==> src/rtl/softex_slot_cache.sv <==
// softex_slot_cache: fully associative store of per-row softmax state (max, den) keyed by slot address.
// Define SOFTEX_SLOT_CACHE_LRU_EN to evict the least-recently-used entry on an ALLOC miss when full.
module softex_slot_cache #(
  parameter int               N_SLOTS  = 8,
  parameter int               ADDR_W   = 8,
  parameter int               MAX_W    = 16,
  parameter int               DEN_W    = 32,
  parameter logic [MAX_W-1:0] MAX_INIT = 16'hFF80,
  localparam int              OCC_W    = $clog2(N_SLOTS + 1)
) (
  input  logic              clk_i,
  input  logic              rst_i,
  input  logic              clear_i,
  input  logic              req_valid_i,
  output logic              req_ready_o,
  input  logic              req_op_i,
  input  logic [ADDR_W-1:0] req_addr_i,
  output logic              rsp_valid_o,
  input  logic              rsp_ready_i,
  output logic              rsp_hit_o,
  output logic              rsp_err_o,
  output logic [MAX_W-1:0]  rsp_max_o,
  output logic [DEN_W-1:0]  rsp_den_o,
  input  logic              upd_valid_i,
  input  logic              upd_op_i,
  input  logic [ADDR_W-1:0] upd_addr_i,
  input  logic [MAX_W-1:0]  upd_max_i,
  input  logic [DEN_W-1:0]  upd_den_i,
  output logic              evict_valid_o,
  output logic [ADDR_W-1:0] evict_addr_o,
  output logic [MAX_W-1:0]  evict_max_o,
  output logic [DEN_W-1:0]  evict_den_o,
  output logic [OCC_W-1:0]  occupancy_o,
  output logic              full_o
);
  localparam int IDX_W = $clog2(N_SLOTS);
  typedef logic [IDX_W-1:0] idx_t;

  logic [N_SLOTS-1:0] valid_q, valid_u, valid_d;
  logic [ADDR_W-1:0]  tag_q [N_SLOTS];
  logic [ADDR_W-1:0]  tag_d [N_SLOTS];
  logic [MAX_W-1:0]   max_q [N_SLOTS];
  logic [MAX_W-1:0]   max_u [N_SLOTS];
  logic [MAX_W-1:0]   max_d [N_SLOTS];
  logic [DEN_W-1:0]   den_q [N_SLOTS];
  logic [DEN_W-1:0]   den_u [N_SLOTS];
  logic [DEN_W-1:0]   den_d [N_SLOTS];

  logic accept, upd_en, hit, has_free, fill;
  idx_t hit_idx, free_idx, fill_idx;

  logic              rsp_valid_q, rsp_hit_q, rsp_err_q, evict_q;
  logic [MAX_W-1:0]  rsp_max_q, evict_max_q;
  logic [DEN_W-1:0]  rsp_den_q, evict_den_q;
  logic [ADDR_W-1:0] evict_addr_q;
  logic              rsp_hit_d, rsp_err_d, evict_d;
  logic [MAX_W-1:0]  rsp_max_d, evict_max_d;
  logic [DEN_W-1:0]  rsp_den_d, evict_den_d;
  logic [ADDR_W-1:0] evict_addr_d;

  assign req_ready_o = !rsp_valid_q || rsp_ready_i;
  assign accept      = req_valid_i && req_ready_o && !clear_i;
  assign upd_en      = upd_valid_i && !clear_i;

  // Apply this cycle's UPDATE/FREE first so the request observes post-update state.
  // NOTE: every always_comb output gets a default first, so no path can infer a latch.
  always_comb begin
    valid_u = valid_q;
    max_u   = max_q;
    den_u   = den_q;
    for (int i = 0; i < N_SLOTS; i++) begin
      if (upd_en && valid_q[i] && tag_q[i] == upd_addr_i) begin
        if (upd_op_i) begin
          valid_u[i] = 1'b0;
        end else begin
          max_u[i] = upd_max_i;
          den_u[i] = upd_den_i;
        end
      end
    end
  end

  always_comb begin
    hit      = 1'b0;
    hit_idx  = '0;
    has_free = 1'b0;
    free_idx = '0;
    for (int i = 0; i < N_SLOTS; i++) begin
      if (valid_u[i] && tag_q[i] == req_addr_i) begin
        hit     = 1'b1;
        hit_idx = idx_t'(i);
      end
    end
    for (int i = N_SLOTS - 1; i >= 0; i--) begin
      if (!valid_u[i]) begin
        has_free = 1'b1;
        free_idx = idx_t'(i);
      end
    end
  end

`ifdef SOFTEX_SLOT_CACHE_LRU_EN
  idx_t       age_q [N_SLOTS];
  idx_t       age_d [N_SLOTS];
  idx_t       victim, touch_idx;
  logic       touch;
  logic [IDX_W:0] old_age;

  // Only consulted when every entry is valid; strict '>' keeps the lowest index on a tie.
  always_comb begin
    victim = '0;
    for (int i = 1; i < N_SLOTS; i++) begin
      if (age_q[i] > age_q[victim]) victim = idx_t'(i);
    end
  end

  always_comb begin
    age_d     = age_q;
    touch     = accept && (hit || fill);
    touch_idx = hit ? hit_idx : fill_idx;
    old_age   = hit      ? {1'b0, age_q[hit_idx]} :
                has_free ? (IDX_W+1)'(N_SLOTS) : {1'b0, age_q[victim]};
    if (touch) begin
      for (int i = 0; i < N_SLOTS; i++) begin
        if (valid_u[i] && idx_t'(i) != touch_idx && {1'b0, age_q[i]} < old_age)
          age_d[i] = age_q[i] + idx_t'(1);
      end
      age_d[touch_idx] = '0;
    end
    if (clear_i) age_d = '{default: '0};
  end

  always_ff @(posedge clk_i or posedge rst_i) begin
    if (rst_i) age_q <= '{default: '0};
    else       age_q <= age_d;
  end
`endif

  always_comb begin
    rsp_hit_d    = 1'b0;
    rsp_err_d    = 1'b0;
    rsp_max_d    = '0;
    rsp_den_d    = '0;
    evict_d      = 1'b0;
    evict_addr_d = '0;
    evict_max_d  = '0;
    evict_den_d  = '0;
    fill         = 1'b0;
    fill_idx     = free_idx;
    if (hit) begin
      rsp_hit_d = 1'b1;
      rsp_max_d = max_u[hit_idx];
      rsp_den_d = den_u[hit_idx];
    end else if (!req_op_i) begin
      if (has_free) begin
        fill      = 1'b1;
        rsp_max_d = MAX_INIT;
      end else begin
`ifdef SOFTEX_SLOT_CACHE_LRU_EN
        fill         = 1'b1;
        fill_idx     = victim;
        evict_d      = 1'b1;
        evict_addr_d = tag_q[victim];
        evict_max_d  = max_u[victim];
        evict_den_d  = den_u[victim];
        rsp_max_d    = MAX_INIT;
`else
        rsp_err_d = 1'b1;
`endif
      end
    end

    valid_d = valid_u;
    tag_d   = tag_q;
    max_d   = max_u;
    den_d   = den_u;
    if (accept && fill) begin
      valid_d[fill_idx] = 1'b1;
      tag_d[fill_idx]   = req_addr_i;
      max_d[fill_idx]   = MAX_INIT;
      den_d[fill_idx]   = '0;
    end
    if (clear_i) valid_d = '0;
  end

  // NOTE: sequential state uses non-blocking assignments so all registers update together at the edge.
  always_ff @(posedge clk_i or posedge rst_i) begin
    if (rst_i) begin
      valid_q      <= '0;
      rsp_valid_q  <= 1'b0;
      rsp_hit_q    <= 1'b0;
      rsp_err_q    <= 1'b0;
      rsp_max_q    <= '0;
      rsp_den_q    <= '0;
      evict_q      <= 1'b0;
      evict_addr_q <= '0;
      evict_max_q  <= '0;
      evict_den_q  <= '0;
    end else begin
      valid_q <= valid_d;
      if (clear_i) begin
        rsp_valid_q <= 1'b0;
      end else if (accept) begin
        rsp_valid_q  <= 1'b1;
        rsp_hit_q    <= rsp_hit_d;
        rsp_err_q    <= rsp_err_d;
        rsp_max_q    <= rsp_max_d;
        rsp_den_q    <= rsp_den_d;
        evict_q      <= evict_d;
        evict_addr_q <= evict_addr_d;
        evict_max_q  <= evict_max_d;
        evict_den_q  <= evict_den_d;
      end else if (rsp_ready_i) begin
        rsp_valid_q <= 1'b0;
      end
    end
  end

  // NOTE: payload arrays are left unreset; the valid bits gate every read, so reset costs nothing functionally.
  always_ff @(posedge clk_i) begin
    tag_q <= tag_d;
    max_q <= max_d;
    den_q <= den_d;
  end

  always_comb begin
    occupancy_o = '0;
    for (int i = 0; i < N_SLOTS; i++) occupancy_o = occupancy_o + OCC_W'(valid_q[i]);
  end

  assign full_o        = occupancy_o == OCC_W'(N_SLOTS);
  assign rsp_valid_o   = rsp_valid_q;
  assign rsp_hit_o     = rsp_hit_q;
  assign rsp_err_o     = rsp_err_q;
  assign rsp_max_o     = rsp_max_q;
  assign rsp_den_o     = rsp_den_q;
  assign evict_valid_o = evict_q && rsp_valid_q;
  assign evict_addr_o  = evict_addr_q;
  assign evict_max_o   = evict_max_q;
  assign evict_den_o   = evict_den_q;
endmodule

==> config.mk <==
export PLATFORM = sky130hd
export DESIGN_NAME = softex_slot_cache
export DESIGN_NICKNAME = d
export VERILOG_FILES = /design/src/rtl/softex_slot_cache.sv
export SDC_FILE = /design/constraint.sdc
export NUM_CORES = 1
export LEC_CHECK = 0
export BUFFER_PORTS_ARGS = -buffer_cell sky130_fd_sc_hd__buf_2
export CORE_MARGIN = 5
export CORE_UTILIZATION = 45
export CTS_BUF_LIST = sky130_fd_sc_hd__clkbuf_16
export DETAILED_ROUTE_END_ITERATION = 8
export SLEW_MARGIN = 30
export SYNTH_ARGS = -nofsm -noshare
export SYNTH_HDL_FRONTEND = slang
export SYNTH_SLANG_ARGS = --single-unit
==> constraint.sdc <==
create_clock -name clk_i -period 5.05 [get_ports clk_i]
set_input_delay 0.7575 -clock clk_i [delete_from_list [all_inputs] [get_ports clk_i]]
set_output_delay 0.7575 -clock clk_i [all_outputs]
set_load 0.005 [all_outputs]
==> results of run 1 <==
==> critical path, cell delays in order (launching register included) <==
cell	delay, ps
dfrtp_1	500
fa_1	560
inv_1	50
fa_1	500
fa_1	410
inv_1	60
ha_1	150
inv_1	60
fa_1	540
inv_1	50
nor4b_1	260
buf_2	160
==> per-stage QoR <==
| step | utilization, % | instances | cell area, um^2 |
|---|---|---|---|
| 2_1_floorplan | - | 3165 | 25600 |
| 3_3_place_gp | 47.3 | 3808 | 26500 |
| 3_5_place_dp | 47.3 | 3808 | 26500 |
| 4_1_cts | 50.4 | 3912 | 28300 |
| 5_1_grt | 50.4 | 3913 | 28300 |
| 6_report | 50.4 | 3916 | 28300 |
==> state kept, by name, indices dropped and copies added (netlist names) <==
name,count
rsp_err_o,1
rsp_max_o,16
rsp_den_o,32
max_q,128
rsp_valid_o,1
rsp_hit_o,1
tag_q,64
valid_q,8
den_q,256
==> routing by layer <==
| metal | routed length [um] | GRT usage, % | vias to the layer above |
|---|---|---|---|
| li1 | - | - | 10750 |
| met1 | 38500 | 40.7 | 11458 |
| met2 | 42900 | 48.0 | 1421 |
| met3 | 10000 | 6.03 | 287 |
| met4 | 4100 | 12.2 | 6 |
| met5 | 31 | 0 | - |
==> worst min-delay path by stage <==
| stage | start | to |
|---|---|---|
| 2_1_floorplan | max_q[23] | max_q[23] |
| 3_3_place_gp | max_q[58] | max_q[58] |
| 3_5_place_dp | max_q[55] | max_q[55] |
| 4_1_cts | rst_i | rsp_den_o[3] |
| 5_1_grt | rst_i | rsp_den_o[3] |
| 6_report | rst_i | rsp_den_o[3] |
==> cell usage after synthesis, types with 28 or more instances <==
cell type | count | area share (%)
xor2_1 | 56 | 1.9
nor2_1 | 92 | 1.4
a21oi_1 | 381 | 7.5
nand2_1 | 868 | 13
nand3_1 | 80 | 1.6
edfxtp_1 | 64 | 7.6
o211ai_1 | 33 | 0.98
o41ai_1 | 28 | 0.97
o21ai_0 | 65 | 1.3
clkbuf_1 | 166 | 2.5
buf_4 | 76 | 2.2
dfrtp_1 | 59 | 5.8
mux2i_1 | 80 | 3.2
dfxtp_1 | 384 | 30
o2111ai_1 | 33 | 1.1
buf_2 | 77 | 1.5
or3_1 | 38 | 0.94
xnor2_1 | 73 | 2.5
nor4_1 | 35 | 0.86
==> area by class of cell <==
class / count / area share, %
clock buffers: 59 / 5.22
multi-input cells: 2284 / 45.1
flip-flops and latches: 507 / 39.2
inverters: 28 / 0.376
diodes: 4 / 0.0354
clock inverters: 45 / 0.881
well taps: 756 / 3.35
repair buffers: 233 / 5.81
==> where the power goes <==
group | internal [mW] | total, mW | switching (mW)
logic | 0.103 | 0.330 | 0.227
clock network | 2.19 | 3.90 | 1.71
registers | 4.12 | 4.15 | 0.0288
total | 6.42 | 8.39 | 1.96
==> cells by family (layout without fill, tap and decap cells) <==
group	after synthesis	count (layout)	share of synthesized area, %
buf+inv	374	365	7.26
fa+ha+maj	7	7	0.464
xor+xnor	129	129	4.46
other cells	1	61	0.0148
simple gates	1223	1223	20.4
flops	507	507	43.7
mux	93	93	3.74
compound gates	775	775	20.0
==> flow_summary.yaml, run 1 <==
logic_synthesis:
  syn_inst: 3109
  async_reset_ff_share_pct: 11.6
  synth_seq_cells: 507
  yosysSeqAreaShare_pct: 43.7
  netlist_area_mm2: 0.0254
  synth-main-ff-cell: "dfxtp_1"
  synth_edf_count: 64
  ys_warn_count: 0
  avgSynthCellArea_um2: 8.16
  yosysUniqueCellTypes: 91
grt:
  antenna_found_initial: 6
  grt_usage_pct: 30.2
  grt_pass1_wl_mm: 143
  grt-ovfl-total: 0
  grt_pass1_vias: 23207
  grt_max_degree: 61
routing:
  postRouteAntennaNets: 0
  vias: 23922
  dr.pass1.iters: 8
  drt-wirelength-per-cell_um: 24.4
  vias_per_cell: 6.11
  drt_wl_total_mm: 95.6
  drc: 0
  drtIter0Drc: 2757
sta:
  hold_viol: 0
  slew_viol_final: 0
  fin_worst_skew_ps: 25.2
  timing.final.crit_period_ps: 4680
  fmax_ghz: 0.214
  layout_setup_ws_ps: 375
  rsz0062_at_grt: "false"
  setup_tns_ps: 0
  timing.final.crit_share_pct: 92.6
  whs_ps: 204
  tightest_slew_ps: 1020
  finalSetupViolCount: 0
  max-slew-margin-rel_pct: 32.3
worst_setup_path:
  startpoint_type: "register"
  crit_start: "valid_q[1]"
  critPathCaptureType: "primary output"
  rr_endpoint: "rsp_den_o[4]"
  worst-path-max-fanout: 6
  crit_path_end: "full_o"
  crit_type: "register to primary output"
  r2r-start: "tag_q[52]"
  crit_arrival_ps: 3920
  cp.required_ps: 4290
  rr_worst_depth: 10
  reg2reg_slack_ps: 1180
cts:
  cts_setup_buffers: 0
  clk_pin_slew_ps: 60
  cts_made_buffers: 56
  h-tree-depth: 2
  clock-root-buffer: "clkbuf_16"
  cts_resized: 0
  cts_hold_buf: 0
  clkLatencyLatePin_ps: 630
  clock_path_buffers: 3
  cts_tree: "yes"
  cts_sinks: 507
final_layout:
  final_common_cell: "nand2_1"
  nets: 3189
  multi_input_area_mm2: 0.0127
  most-common-layout-cells: "nand2_1, dfxtp_1, a21oi_1, buf_2, nor2_1"
  n_fill_cell: 5312
  drive_gt1_share_pct: 12.1
  seq_area_mm2: 0.0111
  areaGrowthSynthToFinish_pct: 11.4
placement:
  post-place-ws_ps: 578
  place.port_buffers: 128
  gp_congestion: 0.912
  hpwl_mm: 58.2
pwr:
  leakage_nw: 10.6
  power.total_mw: 8.39
  powerDensity_mw_per_mm2: 297
  vdd_drop_max_mv: 0.246
floorplanning:
  fp.dieH_um: 247
  ioPinCount: 186
  rows: 87
  dieArea_mm2: 0.0612
  initial_utilization_pct: 45.2
  fp.dieW_um: 247
  core_mm2: 0.0561
min_path:
  hp-class: "primary input to asynchronous set/reset pin"
outcome:
  status: "finished, final reports clean"
run:
  cap_violations: 0
Note: power is estimated with default switching activity, not from simulation.
==> inputs of run 2 (changes only) <==
--- a/config.mk
+++ b/config.mk
@@ -7,2 +7,4 @@
 export LEC_CHECK = 0
+export ABC_AREA = 1
+export ABC_CLOCK_PERIOD_IN_PS = 5050
 export BUFFER_PORTS_ARGS = -buffer_cell sky130_fd_sc_hd__buf_2
==> constraint.sdc (replaced) <==
create_clock -name clk_i -period 5.05 [get_ports clk_i]
set_input_delay 0.505 -clock clk_i [delete_from_list [all_inputs] [get_ports clk_i]]
set_output_delay 0.505 -clock clk_i [all_outputs]
set_load 0.005 [all_outputs]
==> run 2 against run 1 <==
Count of clock-buffer cells in the layout down 4. Via count down 7.1%. Highest routed layer is now met4. Setup slack improved by 250 ps. Die area down 3.1%. Combinational power grew 7.6%. Synthesized area shrank 3.3%. Critical path depth stayed put.
==> flow_summary.yaml, run 2 <==
cts:
  clock_path_buffers: 3
  h-tree-depth: 2
  clkLatencyLatePin_ps: 620
  cts_tree: "yes"
  cts_resized: 0
  cts_hold_buf: 0
  clk_pin_slew_ps: 60
  clock-root-buffer: "clkbuf_16"
  cts_made_buffers: 55
  cts_setup_buffers: 0
  cts_sinks: 507
logic_synthesis:
  synth_edf_count: 64
  netlist_area_mm2: 0.0245
  yosysUniqueCellTypes: 47
  yosysTopAreaCellShare_pct: 31.3
  async_reset_ff_share_pct: 11.6
  synth_common_cells: "nand2_1, nand3_1, dfxtp_1"
  ys_warn_count: 0
  yosysSeqAreaShare_pct: 45.2
  avgSynthCellArea_um2: 7.63
  synth_area_leader_cell: "dfxtp_1"
  synth_seq_cells: 507
  synth-main-ff-cell: "dfxtp_1"
  synth.top_cells.by_area: "dfxtp_1, nand2_1, o22ai_1"
  syn_inst: 3216
  yosysMostFrequentCell: "nand2_1"
routing:
  drt_wl_total_mm: 80.5
  drt-wirelength-per-cell_um: 20.5
  vias: 22223
  vias_per_cell: 5.66
  dr.pass1.iters: 9
  drtIter0Drc: 2099
  postRouteAntennaNets: 0
  drc: 0
pwr:
  vdd_drop_max_mv: 0.235
  p_int_mw: 6.30
  p_clk_share_pct: 45.5
  power_frac_comb_pct: 4.3
  powerDensity_mw_per_mm2: 308
  seqPwrFrac_pct: 50.2
  leakage_nw: 13.0
  p_sw_mw: 1.94
  switching_share_pct: 23.6
grt:
  grt-ovfl-total: 0
  grt_pass1_wl_mm: 125
  grt_max_degree: 193
  grt_pass1_vias: 21459
  antenna_found_initial: 0
  grt_usage_pct: 26.1
final_layout:
  largest_reg_flops: 256
  most-common-layout-cells: "nand2_1, nand3_1, dfxtp_1, o22ai_1, nor2_1"
  seq_area_mm2: 0.0111
  final_common_cell: "nand2_1"
  reg.largest.list: "den_q: 256 flops, max_q: 128 flops, tag_q: 64 flops"
  drive_gt1_share_pct: 11.4
  areaGrowthSynthToFinish_pct: 9.26
  nets: 3268
  n_fill_cell: 5225
  diodes: 0
  max_flop_register: "den_q"
  multi_input_area_mm2: 0.0110
worst_setup_path:
  worst-path-max-fanout: 4
  cp.required_ps: 4550
  crit_arrival_ps: 3920
  crit_type: "register to primary output"
  critPathCaptureType: "primary output"
  startpoint_type: "register"
outcome:
  status: "finished, final reports clean"
floorplanning:
  dieArea_mm2: 0.0593
  fp.dieW_um: 243
  fp.dieH_um: 243
  ioPinCount: 186
  core_mm2: 0.0539
  rows: 85
  initial_utilization_pct: 45.5
min_path:
  hp-class: "primary input to asynchronous set/reset pin"
sta:
  timing.final.crit_period_ps: 4430
  fin_worst_skew_ps: 24.3
  slew_viol_final: 0
  rsz0062_at_grt: "false"
  layout_setup_ws_ps: 622
  setup_tns_ps: 0
  tightest_slew_ps: 1050
  hold_viol: 0
  fmax_ghz: 0.226
  finalSetupViolCount: 0
  timing.final.crit_share_pct: 87.7
  max-slew-margin-rel_pct: 30.1
placement:
  gp_congestion: 0.899
  place.port_buffers: 128
  hpwl_mm: 46.7
  post-place-ws_ps: 765
run:
  cap_violations: 0
-- run 2: worst paths after layout --
| check | from | to | slack (ps) | depth (start not counted) |
|---|---|---|---|---|
| setup / recovery | valid_q[0] | full_o | 620 | 11 |
| hold / removal | rst_i | rsp_max_o[7] | 9 | 2 |
| setup reg to reg | tag_q[16] | den_q[221] | 1250 | 13 |
| hold reg to reg | rsp_max_o[4] | rsp_max_o[4] | 470 | 2 |
| max in group asynchronous | rst_i | rsp_den_o[3] | 4050 | 3 |
| min in group clk_i | req_valid_i | rsp_valid_o | 160 | 3 |
-- run 2: kinds of logic after synthesis --
family	after synthesis	synth area share [%]
xor+xnor	99	3.53
compound gates	431	10.5
other cells	1	0.0153
simple gates	1565	29.0
buf+inv	606	11.3
flops	507	45.2
fa+ha+maj	7	0.479
-- run 2: worst max-delay path, cell delays in order (launching register included) --
cell,delay (ps)
dfrtp_1,420
fa_1,540
inv_1,50
fa_1,490
fa_1,400
inv_1,70
ha_1,150
inv_1,60
fa_1,540
inv_1,50
a2111oi_0,360
buf_2,190
-- run 2: through the flow --
stage	instance area (um^2)	power (mW)	instances	hold slack [ps]	utilization (%)
2_1_floorplan	24700	4.49	3272	473	-
3_3_place_gp	25100	4.57	3826	461	46.6
3_5_place_dp	25200	4.58	3828	461	46.7
4_1_cts	26800	8.31	3929	6.59	49.7
5_1_grt	26800	8.51	3929	49.8	49.7
6_report	26800	8.25	3929	8.75	49.7
-- run 2: layout make-up --
cell class | instances | area share (%)
multi-input combinational | 2159 | 40.9
clock inverter | 46 | 0.976
sequential | 507 | 41.4
inverter | 283 | 4.00
clock buffer | 55 | 5.13
tap | 696 | 3.25
timing repair buffer | 183 | 4.41
-- run 2: routing by layer --
metal	vias up	GRT usage (%)	part of all wire, %
li1	10374	-	-
met2	1026	41.9	45
met5	-	0	0
met4	0	10.7	3.8
met1	10603	35.5	43
met3	220	3.75	8.1
-- run 2: power groups by stage --
stage,logic (mW),clock network (mW),registers (mW)
floorplan,0.261,0,4.22
global placement,0.347,0,4.22
detailed placement,0.352,0,4.23
CTS,0.354,3.82,4.14
global route,0.394,3.97,4.14
finish,0.355,3.75,4.14
